$ cat src/rtl/instruction_queue.sv
// instruction_queue
//   Circular in-order instruction buffer between the fetch unit and the
//   reservation station. Entries are {pc, ins} pairs; issue pops the head
//   into a registered strobe/word/pc triple.
//
// Parameters
//   DEPTH_LOG        queue depth is 2**DEPTH_LOG entries
//
// Ports
//   clk_in           system clock, rising edge
//   rst_in           synchronous active-high reset (works even when rdy_in is low)
//   rdy_in           global ready; low freezes all state and outputs
//   flush_pipline    discard all queued entries and any same-cycle push
//   fetch_valid      fetch unit offers fetch_ins/fetch_pc this cycle
//   fetch_ins        offered instruction word
//   fetch_pc         PC of the offered instruction
//   fetch_ready      combinational: queue not full
//   rs_full          reservation station cannot take an issue this cycle
//   ins_just_issued  registered one-cycle issue strobe
//   ins_issued       registered instruction word accompanying the strobe
//   pc_issued        registered PC accompanying the strobe
//   queue_count      current occupancy
//
// Configuration macro
//   IQ_BYPASS_EN     when defined, a push into an empty queue that could issue
//                    immediately goes straight to the issue registers
//                    (1-edge latency) without touching storage.

module instruction_queue #(
  parameter int DEPTH_LOG = 3
) (
  input  logic                 clk_in,
  input  logic                 rst_in,
  input  logic                 rdy_in,
  input  logic                 flush_pipline,
  input  logic                 fetch_valid,
  input  logic [31:0]          fetch_ins,
  input  logic [31:0]          fetch_pc,
  output logic                 fetch_ready,
  input  logic                 rs_full,
  output logic                 ins_just_issued,
  output logic [31:0]          ins_issued,
  output logic [31:0]          pc_issued,
  output logic [DEPTH_LOG:0]   queue_count
);

  localparam int DEPTH = 1 << DEPTH_LOG;
  localparam logic [DEPTH_LOG:0] FULL_COUNT = {1'b1, {DEPTH_LOG{1'b0}}};

  logic [63:0]          entries [DEPTH];
  logic [DEPTH_LOG-1:0] head;
  logic [DEPTH_LOG-1:0] tail;
  logic [DEPTH_LOG:0]   count;

  logic empty;
  logic push_ok;
  logic issue_ok;
  logic bypass;
  logic write_en;

  assign empty       = (count == '0);
  // Full refuses a push even if a pop happens in the same cycle; this keeps
  // fetch_ready free of any dependency on rs_full.
  assign fetch_ready = (count != FULL_COUNT);
  assign queue_count = count;

  assign push_ok  = rdy_in & fetch_valid & fetch_ready & ~flush_pipline;
  assign issue_ok = rdy_in & ~flush_pipline & ~rs_full & ~empty;

`ifdef IQ_BYPASS_EN
  assign bypass = push_ok & empty & ~rs_full;
`else
  assign bypass = 1'b0;
`endif

  // A bypassed instruction never lands in storage.
  assign write_en = push_ok & ~bypass;

  always_ff @(posedge clk_in) begin
    if (!rst_in && write_en) begin
      entries[tail] <= {fetch_pc, fetch_ins};
    end
  end

  always_ff @(posedge clk_in) begin
    if (rst_in) begin
      head            <= '0;
      tail            <= '0;
      count           <= '0;
      ins_just_issued <= 1'b0;
      ins_issued      <= '0;
      pc_issued       <= '0;
    end else if (rdy_in) begin
      if (flush_pipline) begin
        head            <= '0;
        tail            <= '0;
        count           <= '0;
        ins_just_issued <= 1'b0;
      end else begin
        if (write_en) begin
          tail <= tail + DEPTH_LOG'(1);
        end
        if (issue_ok) begin
          head <= head + DEPTH_LOG'(1);
        end

        case ({write_en, issue_ok})
          2'b10:   count <= count + (DEPTH_LOG + 1)'(1);
          2'b01:   count <= count - (DEPTH_LOG + 1)'(1);
          default: count <= count;
        endcase

        // ins_issued/pc_issued hold their last value when nothing issues.
        ins_just_issued <= issue_ok | bypass;
        if (bypass) begin
          ins_issued <= fetch_ins;
          pc_issued  <= fetch_pc;
        end else if (issue_ok) begin
          ins_issued <= entries[head][31:0];
          pc_issued  <= entries[head][63:32];
        end
      end
    end
  end

endmodule

$ cat config.mk
export PLATFORM = sky130hd
export DESIGN_NAME = instruction_queue
export DESIGN_NICKNAME = d
export VERILOG_FILES = /design/src/rtl/instruction_queue.sv
export SDC_FILE = /design/constraint.sdc
export NUM_CORES = 1
export LEC_CHECK = 0
export ABC_CLOCK_PERIOD_IN_PS = 17100
export CAP_MARGIN = 20
export CORE_ASPECT_RATIO = 0.75
export CORE_MARGIN = 2
export CORE_UTILIZATION = 60
export CTS_CLUSTER_DIAMETER = 60
export CTS_CLUSTER_SIZE = 10
export DETAILED_ROUTE_END_ITERATION = 6
export DONT_BUFFER_PORTS = 1
export MAX_ROUTING_LAYER = met4
export PLACE_DENSITY = 0.8
export SYNTH_ARGS = -nofsm -noshare
export SYNTH_HDL_FRONTEND = slang
export SYNTH_SLANG_ARGS = --single-unit
$ cat constraint.sdc
create_clock -name clk_in -period 17.1 [get_ports clk_in]
set_clock_uncertainty 0.1 [all_clocks]
set_input_delay 2.565 -clock clk_in [delete_from_list [all_inputs] [get_ports clk_in]]
set_output_delay 2.565 -clock clk_in [all_outputs]
set_load 0.02 [all_outputs]
==> summary.txt <==
Die
  – Core area: 35900 um^2
  – Starting Density: 61.0%
  – Row cnt: 60
  – Die boundary width: 224 um
  – I/O pins: 140
  – Die Y: 169 um
  – Die area: 38000 um^2

Critical path
  – Max incr delay on CP: 0.78 ns
  – R2R cell count: 6
  – Worst EP required: 17.19 ns
  – Critical Path Source Type: primary input
  – Reg2Reg Setup Slack: 13.15 ns
  – WP data arrival: 4.90 ns
  – Crit path kind: in -> reg
  – Setup crit end kind: flop
  – Crit-path cells: nand3_1 > nor3_1 > nand2b_1 > nor2_4 > buf_4
  – Slowest CP cell: nor2_4
  – Crit path max fanout: 40
  – RR Endpoint: entries[2][8]
  – Reg2reg start: queue_count[1]

Routing
  – DRT Pass-1 Iters: 5
  – Starting DRC count in detailed routing: 903
  – DR DRC count: 0
  – Avg WL per Cell: 26.6 um
  – Via count: 10116
  – Final antenna-violating net count: 0
  – Vias per cell: 6.37
  – Routed Wire Length: 42100 um

Worst hold path
  – HP Start: ins_just_issued
  – Min-Delay Path Class: reg -> reg
  – Hold Crit Depth: 2
  – Hold Crit Endpoint: ins_just_issued

Finish
  – Post-Layout Inst Area: 24400 um^2
  – Final std cells w/o fill: 1587
  – Final Util: 67.9%
  – # diodes: 0
  – Area grow syn2layout: 11.4%
  – Nets: 1142
  – Fraction of layout cells with a size suffix above 1: 20.9%

STA
  – Fmax: 0.208 GHz
  – Hold Fails Final Rpt: 0
  – Least-Margin Pin Slew: 1.13 ns
  – Rel. slew slack: 24.7%
  – TNS Setup: 0 ns
  – Final Cycle Share: 28.2%
  – Fin. max-slew vios: 0
  – Setup violators final: 0
  – RSZ-0062 raised after global routing: no
  – Min Tclk post-route: 4.81 ns

Logic synthesis
  – Post-synth EDFFs: 512
  – #FFs+latches synth: 587
  – Predominant post-synthesis flop cell: edfxtp_1
  – Post-Synthesis Cells: 1043
  – Synthesized cell area: 21900 um^2
  – Post-synthesis sequential area ratio: 77.1%
  – Ys Warns: 0
  – Synthesized area per cell: 21.0 um^2
  – Count of cell types in the netlist: 35
  – Share of flip-flops with an asynchronous set or reset: 0%
  – Post-synthesis net count: 1117

Clock tree
  – Num CTS Buffers: 68
  – Worst-path clk slew: 0.06 ns
  – TritonCTS sink count: 587
  – TritonCTS clock tree: done
  – CTS Buffer Depth: 3
  – Post-CTS Setup Bufs: 0
  – CTS root buf: clkbuf_16
  – Clock H-tree levels: 3
  – Post-CTS Resized: 0
  – Cts hold-fix bufs: 0
  – Clk Latency, worst-skew pair: 0.57 ns

Placed design
  – Placed cell area: 22400 um^2
  – Post-DP HPWL: 21500 um
  – IO Port Bufs: 0
  – RePlAce Congestion: 0.813
  – Inst Count DP: 1463

Global routing
  – Grt total ovfl: 0
  – First-pass GRT wire length: 64500 um
  – Largest net degree at the start of global routing: 95
  – Vias in the first global route: 10595
  – Global-route usage over all layers: 23.8%
  – Initial antenna violation count: 0

Power and ir drop
  – Clk pwr share: 44.7%
  – IR drop worst, VDD: 0.0000876 V
  – Pint: 2.33 mW
  – Power Dens Cells: 118 nW/um^2
  – Register share of total power: 54.6%
  – Combinational share of power: 0.7%
  – Net Sw Power: 0.544 mW
  – Leak Pwr: 7.26 nW
  – Switching share of power: 18.9%

Run status
  – Outcome: complete, no violations

Run
  – Max Cap Viol: 0
sequential cells by signal (all words and copies together) (netlist names):
signal / cells
entries: 512
head: 3
ins_issued: 32
ins_just_issued: 1
pc_issued: 32
queue_count: 4
tail: 3
area by class of cell:
cell class                 instances  area (um^2)
tap                              465          582
sequential                       587        16900
fill                            2124        11500
multi-input combinational        395         4800
clock inverter                     6         63.8
clock buffer                     118         1910
timing repair buffer              16          120
worst max path at each step:
stage	start	end	slack [ns]	cells past startpoint
finish	fetch_valid	entries[2][8]	12.29	5
global route	fetch_valid	entries[2][9]	12.04	5
CTS	fetch_valid	entries[2][12]	12.30	5
detailed placement	fetch_valid	entries[2][16]	11.72	5
global placement	flush_pipline	queue_count[3]	11.79	6
floorplan	flush_pipline	entries[0][0]	9.00	4
placed cells by master, fill, tap and decap left out, drive strengths merged, types with 3 or more instances in the layout:
| cell | instances |
|---|---|
| a211oi | 64 |
| a21oi | 6 |
| buf | 16 |
| clkbuf | 118 |
| clkinv | 3 |
| dfxtp | 75 |
| edfxtp | 512 |
| ha | 4 |
| inv | 3 |
| mux2i | 64 |
| mux4 | 128 |
| nand2 | 8 |
| nand2b | 5 |
| nand3 | 6 |
| nor2 | 76 |
| nor3 | 6 |
| or3 | 3 |
| xnor2 | 3 |
| xor2 | 3 |
worst max-delay path: cells and delay by family:
kind | cells | cell delay (ns)
buffers and inverters | 1 | 0.71
AND/OR/NAND/NOR | 4 | 1.56
through the flow:
stage                     total power [mW]  hold WS [ns]  worst slack [ns]
final                                 2.87         0.480             12.29
after floorplan                       1.62         0.429              9.00
after global routing                  2.95         0.509             12.04
after global placement                1.62         0.460             11.79
after detailed placement              1.62         0.471             11.72
after CTS                             2.90         0.479             12.30
cell usage after synthesis, types with 2 or more instances:
library cell	count	area [um^2]
edfxtp_1	512	15400
mux4_2	128	2880
dfxtp_1	75	1500
nor2_1	75	282
a211oi_1	64	480
mux2i_1	64	641
clkbuf_1	29	109
buf_2	23	115
buf_1	9	33.8
nand2_1	8	30.0
a21oi_1	6	30.0
nand3_1	6	30.0
nor3_1	6	30.0
nand2b_1	5	31.3
ha_1	4	50.1
or3_1	3	18.8
xor2_1	3	26.3
a31oi_1	2	12.5
and2_1	2	12.5
and3_1	2	12.5
nor3b_1	2	15.0
xnor2_1	2	17.5
layer usage:
metal | vias to the layer above | track usage, % | share of wire [%]
met2 | 407 | 36.1 | 48
met4 | 0 | 5.93 | 1.7
met1 | 5275 | 31.7 | 40
met3 | 67 | 8.07 | 11
li1 | 4367 | - | -
met5 | - | - | 0
kinds of logic (layout without fill, tap and decap cells):
| logic type | Yosys count | in the layout | synth area share, % |
|---|---|---|---|
| DFF | 587 | 587 | 77.1 |
| muxes | 192 | 192 | 16.1 |
| and+or+nand+nor | 114 | 114 | 2.42 |
| AOI/OAI and AO/OA | 79 | 79 | 2.65 |
| buffers and inverters | 61 | 140 | 1.18 |
| xor gates and xnor gates | 6 | 6 | 0.275 |
| adders and majority gates | 4 | 4 | 0.229 |
power groups by stage:
stage               Sequential [mW]  Combinational [mW]  Clock [mW]
finish                         1.57              0.0212        1.29
detailed placement             1.60              0.0213           0
global placement               1.60              0.0209           0
floorplan                      1.60              0.0196           0
global route                   1.57              0.0234        1.36
CTS                            1.57              0.0216        1.31
Note: power is estimated with default switching activity, not from simulation.
